--- src/rtl/fill_pkg.sv ---
// Shared types and helpers for the fill beat streamer.
// Define FILL_BEAT_STREAMER_XZ_EN to make the X and Z fill kinds legal (simulation builds only).
package fill_pkg;

  typedef enum logic [2:0] {
    FILL_ZERO = 3'd0,
    FILL_ONE  = 3'd1,
    FILL_X    = 3'd2,
    FILL_Z    = 3'd3,
    FILL_PAT  = 3'd4
  } fill_kind_e;

  typedef enum logic [0:0] {
    StIdle   = 1'b0,
    StStream = 1'b1
  } fill_state_e;

  // Kinds 5-7 are never legal; X/Z only when the 4-state build is enabled.
  function automatic logic kind_legal(logic [2:0] kind);
`ifdef FILL_BEAT_STREAMER_XZ_EN
    return kind <= 3'd4;
`else
    return (kind == 3'd0) || (kind == 3'd1) || (kind == 3'd4);
`endif
  endfunction

  // Index width that stays at least one bit for degenerate sizes.
  function automatic int unsigned clog2_min1(int unsigned value);
    return (value > 1) ? $clog2(value) : 1;
  endfunction

endpackage

--- src/rtl/fill_beat_streamer_if.sv ---
// Command and beat-stream signals of the fill beat streamer.
// master = command source / beat sink, slave = the streamer itself.
interface fill_beat_streamer_if #(
  parameter int unsigned DATA_W = 32,
  parameter int unsigned LEN_W  = 16,
  parameter int unsigned PAT_W  = 4
) ();

  logic              cmd_valid;
  logic              cmd_ready;
  logic [2:0]        cmd_kind;
  logic [LEN_W-1:0]  cmd_len;
  logic [PAT_W-1:0]  cmd_pattern;
  logic              out_valid;
  logic              out_ready;
  logic [DATA_W-1:0] out_data;
  logic [DATA_W-1:0] out_mask;
  logic              out_last;
  logic              done;
  logic              err;

  modport master (
    output cmd_valid, cmd_kind, cmd_len, cmd_pattern, out_ready,
    input  cmd_ready, out_valid, out_data, out_mask, out_last, done, err
  );

  modport slave (
    input  cmd_valid, cmd_kind, cmd_len, cmd_pattern, out_ready,
    output cmd_ready, out_valid, out_data, out_mask, out_last, done, err
  );

endinterface

--- src/rtl/fill_pattern_rot.sv ---
// Replicates a PAT_W-bit pattern across one beat starting at a given phase,
// zeroing every bit at or above the valid bit count.
module fill_pattern_rot
  import fill_pkg::*;
#(
  parameter int unsigned DATA_W = 32,
  parameter int unsigned PAT_W  = 4,
  parameter int unsigned PhaseW = clog2_min1(PAT_W),
  parameter int unsigned CntW   = $clog2(DATA_W + 1)
) (
  input  logic [PAT_W-1:0]  pattern_i,
  input  logic [PhaseW-1:0] phase_i,
  input  logic [CntW-1:0]   count_i,
  output logic [DATA_W-1:0] data_o
);

  logic [PhaseW-1:0] idx;

  always_comb begin
    data_o = '0;
    idx    = '0;
    for (int unsigned j = 0; j < DATA_W; j++) begin
      idx = PhaseW'((32'(phase_i) + j) % PAT_W);
      if (CntW'(j) < count_i) begin
        data_o[j] = pattern_i[idx];
      end
    end
  end

endmodule

--- src/rtl/fill_beat_streamer.sv ---
// Expands one fill command (zeros/ones/X/Z/repeating pattern over a bit length) into DATA_W-bit
// beats on a valid/ready stream. FILL_BEAT_STREAMER_XZ_EN enables literal X/Z fills.
module fill_beat_streamer
  import fill_pkg::*;
#(
  parameter int unsigned DATA_W = 32,
  parameter int unsigned LEN_W  = 16,
  parameter int unsigned PAT_W  = 4
) (
  input  logic               clk,
  input  logic               rst_n,
  fill_beat_streamer_if.slave bus
);

  localparam int unsigned PhaseW    = clog2_min1(PAT_W);
  localparam int unsigned CntW      = $clog2(DATA_W + 1);
  localparam int unsigned CmpW      = (LEN_W > 32) ? LEN_W : 32;
  localparam int unsigned PhaseStep = DATA_W % PAT_W;

  fill_state_e       state_q, state_d;
  fill_kind_e        kind_q, kind_d;
  logic [PAT_W-1:0]  pat_q, pat_d;
  logic [LEN_W-1:0]  rem_q, rem_d;
  logic [PhaseW-1:0] phase_q, phase_d;
  logic              out_valid_q, out_valid_d;
  logic              out_last_q, out_last_d;
  logic [DATA_W-1:0] out_data_q, out_data_d;
  logic [DATA_W-1:0] out_mask_q, out_mask_d;
  logic              done_q, done_d;
  logic              err_q, err_d;

  logic              load;
  logic              clear;
  logic [PhaseW:0]   phase_sum;
  logic [CntW-1:0]   cur_n;
  logic [CntW-1:0]   beat_n;
  logic              beat_last;
  logic [DATA_W-1:0] beat_mask;
  logic [DATA_W-1:0] beat_data;
  logic [DATA_W-1:0] rot_data;

  function automatic logic [CntW-1:0] beat_count(logic [LEN_W-1:0] rem);
    if (CmpW'(rem) >= CmpW'(DATA_W)) begin
      return CntW'(DATA_W);
    end
    return CntW'(rem);
  endfunction

  // Control: command acceptance, per-beat bookkeeping and completion pulses.
  always_comb begin
    state_d     = state_q;
    kind_d      = kind_q;
    pat_d       = pat_q;
    rem_d       = rem_q;
    phase_d     = phase_q;
    out_valid_d = out_valid_q;
    done_d      = 1'b0;
    err_d       = 1'b0;
    load        = 1'b0;
    clear       = 1'b0;
    cur_n       = beat_count(rem_q);
    phase_sum   = {1'b0, phase_q} + (PhaseW + 1)'(PhaseStep);
    if (phase_sum >= (PhaseW + 1)'(PAT_W)) begin
      phase_sum = phase_sum - (PhaseW + 1)'(PAT_W);
    end

    unique case (state_q)
      StIdle: begin
        if (bus.cmd_valid) begin
          if (!kind_legal(bus.cmd_kind)) begin
            err_d  = 1'b1;
            done_d = 1'b1;
          end else if (bus.cmd_len == '0) begin
            done_d = 1'b1;
          end else begin
            kind_d      = fill_kind_e'(bus.cmd_kind);
            pat_d       = bus.cmd_pattern;
            rem_d       = bus.cmd_len;
            phase_d     = '0;
            state_d     = StStream;
            out_valid_d = 1'b1;
            load        = 1'b1;
          end
        end
      end
      StStream: begin
        if (bus.out_ready) begin
          if (out_last_q) begin
            state_d     = StIdle;
            out_valid_d = 1'b0;
            done_d      = 1'b1;
            clear       = 1'b1;
          end else begin
            rem_d   = rem_q - LEN_W'(cur_n);
            phase_d = phase_sum[PhaseW-1:0];
            load    = 1'b1;
          end
        end
      end
      default: state_d = StIdle;
    endcase
  end

  fill_pattern_rot #(
    .DATA_W (DATA_W),
    .PAT_W  (PAT_W),
    .PhaseW (PhaseW),
    .CntW   (CntW)
  ) u_rot (
    .pattern_i (pat_d),
    .phase_i   (phase_d),
    .count_i   (beat_n),
    .data_o    (rot_data)
  );

  // Contents of the beat that will be presented after the next edge.
  always_comb begin
    beat_n    = beat_count(rem_d);
    beat_last = CmpW'(rem_d) <= CmpW'(DATA_W);
    beat_mask = '0;
    for (int unsigned j = 0; j < DATA_W; j++) begin
      beat_mask[j] = CntW'(j) < beat_n;
    end
    beat_data = '0;
    unique case (kind_d)
      FILL_ONE: beat_data = beat_mask;
`ifdef FILL_BEAT_STREAMER_XZ_EN
      FILL_X: begin
        for (int unsigned j = 0; j < DATA_W; j++) begin
          if (beat_mask[j]) beat_data[j] = 1'bx;
        end
      end
      FILL_Z: begin
        for (int unsigned j = 0; j < DATA_W; j++) begin
          if (beat_mask[j]) beat_data[j] = 1'bz;
        end
      end
`endif
      FILL_PAT: beat_data = rot_data;
      default:  beat_data = '0;
    endcase
  end

  // Output registers only change on a load or on retiring the last beat, so stalls hold them.
  always_comb begin
    out_data_d = out_data_q;
    out_mask_d = out_mask_q;
    out_last_d = out_last_q;
    if (load) begin
      out_data_d = beat_data;
      out_mask_d = beat_mask;
      out_last_d = beat_last;
    end else if (clear) begin
      out_data_d = '0;
      out_mask_d = '0;
      out_last_d = 1'b0;
    end
  end

  always_ff @(posedge clk or negedge rst_n) begin
    if (!rst_n) begin
      state_q     <= StIdle;
      kind_q      <= FILL_ZERO;
      pat_q       <= '0;
      rem_q       <= '0;
      phase_q     <= '0;
      out_valid_q <= 1'b0;
      out_last_q  <= 1'b0;
      out_data_q  <= '0;
      out_mask_q  <= '0;
      done_q      <= 1'b0;
      err_q       <= 1'b0;
    end else begin
      state_q     <= state_d;
      kind_q      <= kind_d;
      pat_q       <= pat_d;
      rem_q       <= rem_d;
      phase_q     <= phase_d;
      out_valid_q <= out_valid_d;
      out_last_q  <= out_last_d;
      out_data_q  <= out_data_d;
      out_mask_q  <= out_mask_d;
      done_q      <= done_d;
      err_q       <= err_d;
    end
  end

  assign bus.cmd_ready = (state_q == StIdle);
  assign bus.out_valid = out_valid_q;
  assign bus.out_data  = out_data_q;
  assign bus.out_mask  = out_mask_q;
  assign bus.out_last  = out_last_q;
  assign bus.done      = done_q;
  assign bus.err       = err_q;

endmodule

--- src/flat_wrapper.sv ---
// flat-port wrapper written by rule: the top's interface ports become plain ports
module fill_beat_streamer_flat import fill_pkg::*;
#(
  parameter int unsigned DATA_W = 32,
  parameter int unsigned LEN_W  = 16,
  parameter int unsigned PAT_W  = 4
)
  (clk, rst_n, bus_cmd_valid, bus_cmd_kind, bus_cmd_len, bus_cmd_pattern, bus_out_ready, bus_cmd_ready, bus_out_valid, bus_out_data, bus_out_mask, bus_out_last, bus_done, bus_err);
  fill_beat_streamer_if #(.DATA_W(DATA_W), .LEN_W(LEN_W), .PAT_W(PAT_W)) bus_i ();
  input  logic clk;
  input  logic rst_n;
  input wire logic [$bits(bus_i.cmd_valid)-1:0] bus_cmd_valid;
  input wire logic [$bits(bus_i.cmd_kind)-1:0] bus_cmd_kind;
  input wire logic [$bits(bus_i.cmd_len)-1:0] bus_cmd_len;
  input wire logic [$bits(bus_i.cmd_pattern)-1:0] bus_cmd_pattern;
  input wire logic [$bits(bus_i.out_ready)-1:0] bus_out_ready;
  output wire logic [$bits(bus_i.cmd_ready)-1:0] bus_cmd_ready;
  output wire logic [$bits(bus_i.out_valid)-1:0] bus_out_valid;
  output wire logic [$bits(bus_i.out_data)-1:0] bus_out_data;
  output wire logic [$bits(bus_i.out_mask)-1:0] bus_out_mask;
  output wire logic [$bits(bus_i.out_last)-1:0] bus_out_last;
  output wire logic [$bits(bus_i.done)-1:0] bus_done;
  output wire logic [$bits(bus_i.err)-1:0] bus_err;
  assign bus_i.cmd_valid = bus_cmd_valid;
  assign bus_i.cmd_kind = bus_cmd_kind;
  assign bus_i.cmd_len = bus_cmd_len;
  assign bus_i.cmd_pattern = bus_cmd_pattern;
  assign bus_i.out_ready = bus_out_ready;
  assign bus_cmd_ready = bus_i.cmd_ready;
  assign bus_out_valid = bus_i.out_valid;
  assign bus_out_data = bus_i.out_data;
  assign bus_out_mask = bus_i.out_mask;
  assign bus_out_last = bus_i.out_last;
  assign bus_done = bus_i.done;
  assign bus_err = bus_i.err;
  fill_beat_streamer #(.DATA_W(DATA_W), .LEN_W(LEN_W), .PAT_W(PAT_W)) u_core (.clk(clk), .rst_n(rst_n), .bus(bus_i));
endmodule
--- config.mk ---
export PLATFORM = sky130hd
export DESIGN_NAME = fill_beat_streamer_flat
export DESIGN_NICKNAME = d
export VERILOG_FILES = /design/src/rtl/fill_pkg.sv /design/src/rtl/fill_beat_streamer_if.sv /design/src/rtl/fill_pattern_rot.sv /design/src/rtl/fill_beat_streamer.sv /design/src/flat_wrapper.sv
export SDC_FILE = /design/constraint.sdc
export NUM_CORES = 1
export LEC_CHECK = 0
export CAP_MARGIN = 20
export CORE_ASPECT_RATIO = 1.2
export CORE_MARGIN = 10
export CORE_UTILIZATION = 42
export DETAILED_ROUTE_END_ITERATION = 10
export PLACE_DENSITY_LB_ADDON = 0.12
export SLEW_MARGIN = 20
export SYNTH_ARGS = -nofsm -noshare
export SYNTH_HDL_FRONTEND = slang
export SYNTH_HIERARCHICAL = 1
export SYNTH_SLANG_ARGS = --single-unit
--- constraint.sdc ---
create_clock -name clk -period 12.7 [get_ports clk]
set_clock_uncertainty 0.2 [all_clocks]
set_input_delay 3.81 -clock clk [delete_from_list [all_inputs] [get_ports clk]]
set_output_delay 3.81 -clock clk [all_outputs]
set_load 0.03 [all_outputs]
==> summary by stage <==
Worst setup path
STA classifies the critical path endpoint as a flop. The worst setup path is launched from an input pin. STA puts the critical path data required time at 12.70 ns.

The source of the critical timing path is bus_cmd_kind[0]. The peak fanout along the critical path is 23. The critical path is of the input pin to flop type.

The data arrival at the endpoint of the critical path is 9.46 ns. The startpoint of the lowest-slack register-to-register path is u_core/state_q.

Die
The total area inside the core boundary comes to ~0.012 mm^2. The die area is 0.01746 mm^2. The number of ports placed on the die boundary is 96. The row count is 44. The y dimension of the die is 142.8 um.

For this configuration, the core starts out at a cell density of 0.4315. The die is 122.3 um wide.

Clock network
The number of hold-repair buffers added at the cts stage is 0. Clock latency on the worst-skew pair, taken at its later pin, is roughly 0.35 ns. TritonCTS built the clock tree. In this run the number of H-tree levels came out at 3. The cell at the root of the clock tree is clkbuf_16. The post-CTS clock slew at the launch and capture registers of the worst setup and hold paths is roughly 0.070 ns.

The tree built by TritonCTS fans out to 94 sinks. Post-CTS timing repair inserted 0 buffers for setup. Once the clock tree was built, the resizer swapped 0 gates to a different size. In this run, CTS created clock tree buffers numbering 9.

The clock tree buffer depth is 2.

Logic synthesis
The number of distinct library cells after synthesis is 70. The count of warnings emitted by yosys is 6. The number of flip-flops and latches in the synthesized netlist is 94. Of the total synthesized cell area, the portion taken by AND, OR, NAND and NOR gates is 0.2062.

A synthesized cell averages around 9.0 um^2. The synthesized design contains 0 enable-type register cells. The compound-cell area share of the yosys netlist is 0.2643. The share of synthesized cell area in full adder, half adder and majority cells is 0.004745.

The xor/xnor cell area share of the yosys netlist is 0.001661. The most frequently used flop master after synthesis is dfrtp_1. The number of nets handed over by synthesis was ~620. The synthesized netlist occupies a cell area of about 0.0053 mm^2. The share of the Yosys chip area taken by registers is 0.4460. Synthesis produced a netlist whose cell count is 587.

Of the post-synthesis cell area, the part taken by muxes is 0.02942. The async set-or-reset flop fraction in the synthesized netlist is 1.000. By area, the combinational part of the netlist is dominated by compound AO/OA/AOI/OAI gates.

STA
Static timing analysis puts the maximum clock frequency at roughly 0.11 GHz. Summed over all failing endpoints, the final setup total negative slack is 0 ns. The hold violation total from the final report is 0.

Measured against its own limit, the worst slew margin works out to 0.3342. Setup repair after global routing left no endpoint under its margin. The count of final max-slew check failures is 0. The minimum period implied by the final worst setup slack is about 9.5 ns. Setup violations remaining at the end of the flow were counted as 0. The pin slew with the least headroom to its limit is just under 1 ns. The final period utilization is 0.7442.

Final layout
The library cells used most frequently in the layout, excluding fill and tap cells, are clkdlybuf4s50_1, dfrtp_1, a21oi_1. The count of filler cells inserted in the layout is between 1000 and 1500. The fraction of the core area covered by cells at the end of the flow is 0.5423. The number of antenna diodes in the final layout is 0. The post-layout net count is slightly below 700. The share of post-route cells with drive strength above 1 is 0.09581. The post-synthesis to final-layout area growth is 25.67%.

Drt
After detailed routing, the met3 layer carries approximately 1.1 mm of wire. The via density per instance is about 6.0. After detailed routing, the average wire length per cell comes to 21.99 um. Signal routing reaches up to met4. After detailed routing, the met2 layer carries approximately 9.0 mm of wire. The detail route stage leaves a number of antenna-violating nets equal to 0. The overall via count from detail_route is 4973. In the routed design, unresolved DRC markers number 0. The final layout contains routed wiring with a total length of ~18 mm. For this run, the detailed router's first-pass iteration total came to 5. The met1 wire length is 7.568 mm.

The first routing iteration left around 470 violations.

GRT
The number of global-route vias before repair came to slightly below 5000. In the global route stage, overall resource usage came out at 0.2098. Entering global routing, the biggest net connects 70 pins. The initial antenna violation count was 0.

For this run the aggregate overflow at the end of global routing stands at 0. The global-route wire length before repair is around 29 mm.

Power and ir drop
Dividing total power by cell area gives a power density of between 200 and 250 mW/mm^2. Cell internal power was estimated by the tool at 0.0007451 W. The switching power summed over all nets is ~0.00062 W.

The leakage dissipation is 2.546 nW. The peak supply drop is approximately 100 uV. Of the total power, the share spent switching nets is 0.4538.

The portion of total power attributed to combinational logic is 0.478. The sequential group share of total power is 0.328. The share of total power dissipated in the clock network is 0.195.

Place
Once detailed placement completed, the half-perimeter wirelength came to between 10 and 15 mm. At the end of routability-driven placement, the weighted congestion stood at approximately 1. The count of buffers added on input and output ports is 95.

Worst hold path
The path class of the lowest-slack min-delay path is flop to flop. The startpoint of the worst hold path is u_core/bus.out_valid.

Outcome
The flow ran to the end, and the final reports show no timing, DRC or antenna violations.

Run
The number of max-cap violations is 0.
-- critical path: stages --
cell and delay, ns:
clkdlybuf4s50_1 0.44, a21o_1 0.23, nor2_1 0.26, nand2_1 0.53, o221ai_1 0.60, o311ai_1 0.18, or4_1 0.85, nor2_2 0.86
inv_1 0.40, nor2_1 0.65, a21oi_1 0.17, a22oi_1 0.24, and2_1 0.16, a31oi_1 0.05
-- power groups by stage --
stage	Combinational [W]	Sequential [W]	Clock (W)
4_1_cts	0.000654	0.000446	0.000272
3_5_place_dp	0.000650	0.000450	0
5_1_grt	0.000705	0.000458	0.000284
2_1_floorplan	0.000320	0.000524	0
6_report	0.000652	0.000447	0.000265
3_3_place_gp	0.000647	0.000450	0
-- cell usage after synthesis, types with 5 or more instances --
cell | number | share of area
a211oi_1 | 5 | 0.0071
a21oi_1 | 72 | 0.068
a22oi_1 | 31 | 0.044
a31oi_1 | 45 | 0.053
and2_1 | 25 | 0.030
buf_2 | 6 | 0.0057
clkbuf_1 | 28 | 0.020
dfrtp_1 | 94 | 0.45
inv_1 | 12 | 0.0085
nand2_1 | 64 | 0.046
nand3_1 | 11 | 0.010
nor2_1 | 37 | 0.026
nor3_1 | 10 | 0.0095
nor4_1 | 12 | 0.014
o21ai_0 | 21 | 0.020
o21ai_1 | 12 | 0.011
o221ai_1 | 5 | 0.0083
or2_2 | 5 | 0.0059
-- sequential cells by signal, indices dropped and copies added, names as in the netlist --
register              flops
u_core/bus.err            1
u_core/bus.out_valid      1
u_core/bus.done           1
u_core/bus.out_data      32
u_core/bus.out_mask      32
u_core/phase_q            2
u_core/kind_q             3
u_core/state_q            1
u_core/pat_q              4
u_core/bus.out_last       1
u_core/rem_q             16
-- routing by layer --
| layer | track usage | up-vias |
|---|---|---|
| met4 | 0.08075 | 0 |
| met2 | 0.3439 | 175 |
| met1 | 0.2637 | 2431 |
| met5 | 0 | - |
| li1 | - | 2334 |
| met3 | 0.04497 | 33 |
-- cell families (layout without fill, tap and decap cells) --
| logic type | Yosys count | in the layout |
|---|---|---|
| AOI/OAI and AO/OA | 221 | 221 |
| other | 2 | 2 |
| and+or+nand+nor | 202 | 202 |
| xor gates and xnor gates | 1 | 1 |
| buffers and inverters | 55 | 136 |
| adders and majority gates | 2 | 2 |
| muxes | 10 | 10 |
| DFF | 94 | 94 |
-- metrics by stage --
stage / hold WS (ns) / area (um^2) / worst slack [ns] / std cells / power (W)
2_1_floorplan: 0.2509 / 5274 / 5.250 / 587 / 0.0008443
3_3_place_gp: 0.2679 / 6341 / 3.059 / 813 / 0.001097
3_5_place_dp: 0.2807 / 6341 / 2.998 / 813 / 0.001100
4_1_cts: 0.2961 / 6628 / 3.336 / 829 / 0.001372
5_1_grt: 0.3123 / 6628 / 2.839 / 829 / 0.001447
6_report: 0.2921 / 6628 / 3.249 / 829 / 0.001364
-- layout make-up --
| type | count | area [um^2] | share of cell area |
|---|---|---|---|
| Sequential cell | 94 | 2352 | 0.3549 |
| Clock buffer | 9 | 225.2 | 0.03398 |
| Timing Repair Buffer | 106 | 1031 | 0.1556 |
| Multi-Input combinational cell | 438 | 2704 | 0.4080 |
| Clock inverter | 7 | 61.31 | 0.009251 |
| Tap cell | 161 | 201.4 | 0.03039 |
| Inverter | 14 | 52.55 | 0.007929 |
-- final timing paths --
check	end	slack, ns	cells past startpoint
max	u_core/bus.out_data[13]	3.25	14
min	u_core/bus.out_valid	0.29	1
max reg2reg	u_core/bus.out_data[13]	6.67	13
min reg2reg	u_core/bus.out_valid	0.29	1
max in group asynchronous	u_core/bus.out_data[12]	7.94	2
min in group asynchronous	u_core/state_q	3.25	1
(Power assumes the default switching activity.)
